<file path="src/rtl/synchronizer_filtered.sv">
`default_nettype none
// ============================================================================
// Module      : synchronizer_filtered
// Description : Multi-bit flop-chain synchronizer with a per-bit persistence
//               filter and registered rise/fall/change strobes.
// Revision    : 1.0 - initial release
// ============================================================================
module synchronizer_filtered #(
    parameter int               WIDTH       = 1,
    parameter int               STAGES      = 2,
    parameter logic [WIDTH-1:0] RESET_STATE = '0,
    parameter int               FILTER_LEN  = 1
) (
    input  logic             clk,
    input  logic             reset,
    input  logic [WIDTH-1:0] data_i,
    output logic [WIDTH-1:0] data_o,
    output logic [WIDTH-1:0] rise_o,
    output logic [WIDTH-1:0] fall_o,
    output logic             change_o,
    output logic             busy_o
);

    localparam int                 c_cnt_w   = $clog2(FILTER_LEN + 1);
    localparam logic [c_cnt_w-1:0] c_cnt_max = c_cnt_w'(FILTER_LEN - 1);
    localparam logic [c_cnt_w-1:0] c_cnt_one = c_cnt_w'(1);

    generate
        if (STAGES < 2 || STAGES > 8) begin : g_bad_stages
            $error("synchronizer_filtered: STAGES must be in 2..8");
        end
        if (FILTER_LEN < 1 || FILTER_LEN > 255) begin : g_bad_filter_len
            $error("synchronizer_filtered: FILTER_LEN must be in 1..255");
        end
    endgenerate

    logic [WIDTH-1:0] r_sync [STAGES];
    logic [WIDTH-1:0] w_last;
    logic [WIDTH-1:0] w_differ;
    logic [WIDTH-1:0] w_update;
    logic [WIDTH-1:0] w_busy;
    logic [WIDTH-1:0] r_data;
    logic [WIDTH-1:0] r_rise;
    logic [WIDTH-1:0] r_fall;
    logic             r_change;

    always_ff @(posedge clk or posedge reset) begin
        if (reset) begin
            for (int n = 0; n < STAGES; n++) begin
                r_sync[n] <= RESET_STATE;
            end
        end else begin
            r_sync[0] <= data_i;
            for (int n = 1; n < STAGES; n++) begin
                r_sync[n] <= r_sync[n-1];
            end
        end
    end

    assign w_last = r_sync[STAGES-1];

    // Each bit counts how long the chain output has disagreed with data_o;
    // any return to agreement restarts the count, discarding short glitches.
    for (genvar i = 0; i < WIDTH; i++) begin : g_bit
        logic [c_cnt_w-1:0] r_cnt;

        assign w_differ[i] = w_last[i] ^ r_data[i];
        assign w_update[i] = w_differ[i] && (r_cnt == c_cnt_max);
        assign w_busy[i]   = |r_cnt;

        always_ff @(posedge clk or posedge reset) begin
            if (reset) begin
                r_cnt <= '0;
            end else if (!w_differ[i] || w_update[i]) begin
                r_cnt <= '0;
            end else begin
                r_cnt <= r_cnt + c_cnt_one;
            end
        end

`ifdef FORMAL
        a_cnt_range: assert property (@(posedge clk) r_cnt < c_cnt_w'(FILTER_LEN));
`endif
    end

    always_ff @(posedge clk or posedge reset) begin
        if (reset) begin
            r_data   <= RESET_STATE;
            r_rise   <= '0;
            r_fall   <= '0;
            r_change <= 1'b0;
        end else begin
            r_data   <= (r_data & ~w_update) | (w_last & w_update);
            r_rise   <= w_update & w_last;
            r_fall   <= w_update & ~w_last;
            r_change <= |w_update;
        end
    end

    assign data_o   = r_data;
    assign rise_o   = r_rise;
    assign fall_o   = r_fall;
    assign change_o = r_change;
    assign busy_o   = |w_busy;

`ifdef FORMAL
    a_change_has_pulse: assert property (@(posedge clk) disable iff (reset)
        ((data_o ^ $past(data_o)) & ~(rise_o | fall_o)) == '0);
    a_rise_fall_excl: assert property (@(posedge clk) disable iff (reset)
        (rise_o & fall_o) == '0);
`endif

endmodule
`default_nettype wire

</file>
<file path="config.mk">
export PLATFORM = sky130hd
export DESIGN_NAME = synchronizer_filtered
export DESIGN_NICKNAME = d
export VERILOG_FILES = /design/src/rtl/synchronizer_filtered.sv
export SDC_FILE = /design/constraint.sdc
export NUM_CORES = 1
export LEC_CHECK = 0
export CORE_AREA = 2 2 39 41
export DETAILED_ROUTE_END_ITERATION = 8
export DIE_AREA = 0 0 41 43
export SLEW_MARGIN = 5
export SYNTH_ARGS = -nofsm -noshare
export SYNTH_HDL_FRONTEND = slang
export SYNTH_SLANG_ARGS = --single-unit
export TNS_END_PERCENT = 5
</file>
<file path="constraint.sdc">
create_clock -name clk -period 2 [get_ports clk]
set_input_delay 0.4 -clock clk [delete_from_list [all_inputs] [get_ports clk]]
set_output_delay 0.4 -clock clk [all_outputs]
set_load 0.01 [all_outputs]
</file>
==> metrics.yaml <==
status: "complete, no violations"
syn_area_um2: 223
ir_worst_vdd_mv: 0.191
ys_seq_area_frac: 0.787
worstSetupPathType: "reg2out"
finalSetupTns_ps: 0
syn_avg_cell_area_um2: 14.8
max_freq_mhz: 612
ys_types: 7
grt_pass1_wl_um: 621
hold_viol_final: 0
post-route-period-util: 0.817
post-route-min-period_ps: 1630
synth_edf_count: 0
num_rows: 14
finalPower_uw: 310
numCtsBuffers: 3
wl_per_cell_um: 7.98
end_kind: "output pin"
antennaDiodeCount: 0
clock_path_buffers: 2
cts_resized: 0
setup_viol: 0
cp_max_fo: 5
drt_pass1_iterations: 3
clock_latency_ps: 240
final_cells: 42
cts_tree: "yes"
drv_cap: 0
synth_nets: 18
remaining_drc_errors: 0
die_h_um: 43
grt_pass1_vias: 159
ys_warn_count: 0
htreeDepth: 1
vias: 140
nets: 30
path_buf_inv: 1
rsz0062_at_grt: "no"
critPathRequiredTime_ps: 1600
drive_gt1_frac: 0.154
start_kind: "register"
via_per_inst: 3.33
dieArea_um2: 1760
rrSetupSlack_ps: 1140
synth_area_leaders: "dfrtp_1, mux2_4, nand2b_1"
ys_ff_latch: 7
synth.largest_area_cell: "dfrtp_1"
drtAntennaViolNets: 0
cp_top_family: "buffers and inverters"
fill_cells: 142
initial_core_util: 0.161
power_density_nw_per_um2: 915
async_flop_share: 1.00
port_buffers: 7
grt_usage: 0.0606
crit_slowest_cell: "clkdlybuf4s50_1"
slew_violations: 0
synth_most_common_cell: "dfrtp_1"
gp_congestion: 0.522
core_um2: 1380
p_leak_uw: 0.000155
pin_count: 8
setup_ws_ps: 366
cts_hold_buf: 0
dr.first_iter.drc_count: 2
yosys-top-cells-count: "dfrtp_1, nand2b_1, nor2_1"
crit_arrival_ps: 1230
gr-total-overflow: 0
clk_pin_slew_worst_paths_ps: 50
grt_max_degree: 8
clock-sinks: 7
dp_hpwl_um: 278
max_stage_delay_ps: 570
hold_class: "reg2reg"
die_w_um: 41
cts_setup_buffers: 0
synth.top_cell.area_share: 0.787
cp_cell_sequence: "clkdlybuf4s50_1"
root_buffer: "clkbuf_4"
pre_cts_ws_ps: 623
synthFlopType: "dfrtp_1"
syn_to_final_growth_pct: 52.2
place_inst: 38
antenna_found_initial: 0
fin_skew_ps: 1.91
finalWirelength_um: 335
netlist_instances: 15
==> per-stage QoR <==
step                      instance area, µm²   util  hold WS, ps
after floorplan                          223      -          203
after global placement                   313  0.226          333
after detailed placement                 313  0.226          336
after CTS                                339  0.245          348
after global routing                     339  0.245          363
final                                    339  0.245          353
==> kinds of logic after synthesis <==
family,Yosys count,synth area share
buffers and inverters,1,0.0168
AND/OR/NAND/NOR,4,0.0899
other,1,0.0168
multiplexers,1,0.0674
flip-flops,7,0.787
AO/OA/AOI/OAI,1,0.0225
==> cells in the final DEF (no fill, tap or decap), drive strengths merged <==
cell type      instances
mux2                   1
clkdlybuf4s50          7
conb                   1
clkbuf                 4
nand2b                 2
inv                    1
dfrtp                  7
nor2                   2
a21oi                  1
==> cell type report <==
class	instances	area, µm²	share of cell area
clock buffers	4	26.3	0.0775
inverters	1	3.75	0.0111
multi-input cells	7	43.8	0.129
flip-flops and latches	7	175	0.517
well taps	16	20.0	0.0590
repair buffers	7	70.1	0.207
==> path summary, 6_finish.rpt <==
path	from	endpoint	depth (start not counted)
min	r_sync[1]	w_last	0
max in group asynchronous	reset	asynchronous set/reset pin	2
max	busy_o	busy_o	1
min in group asynchronous	reset	r_sync[1]	2
max reg2reg	busy_o	register	1
min reg2reg	r_sync[1]	w_last	0
==> layer usage <==
metal  GRT usage  part of all wire  vias up
met2      0.0875              0.54        8
met5           0                 0        -
met4      0.0600                 0        0
met1      0.0459              0.32       65
li1            -                 -       67
met3      0.0471              0.13        0
==> where the power goes <==
part	switching (µW)	internal, µW
combinational	11.8	19.9
clock	46.3	75.8
sequential	5.68	151
total	63.8	246
(Power assumes the default switching activity.)
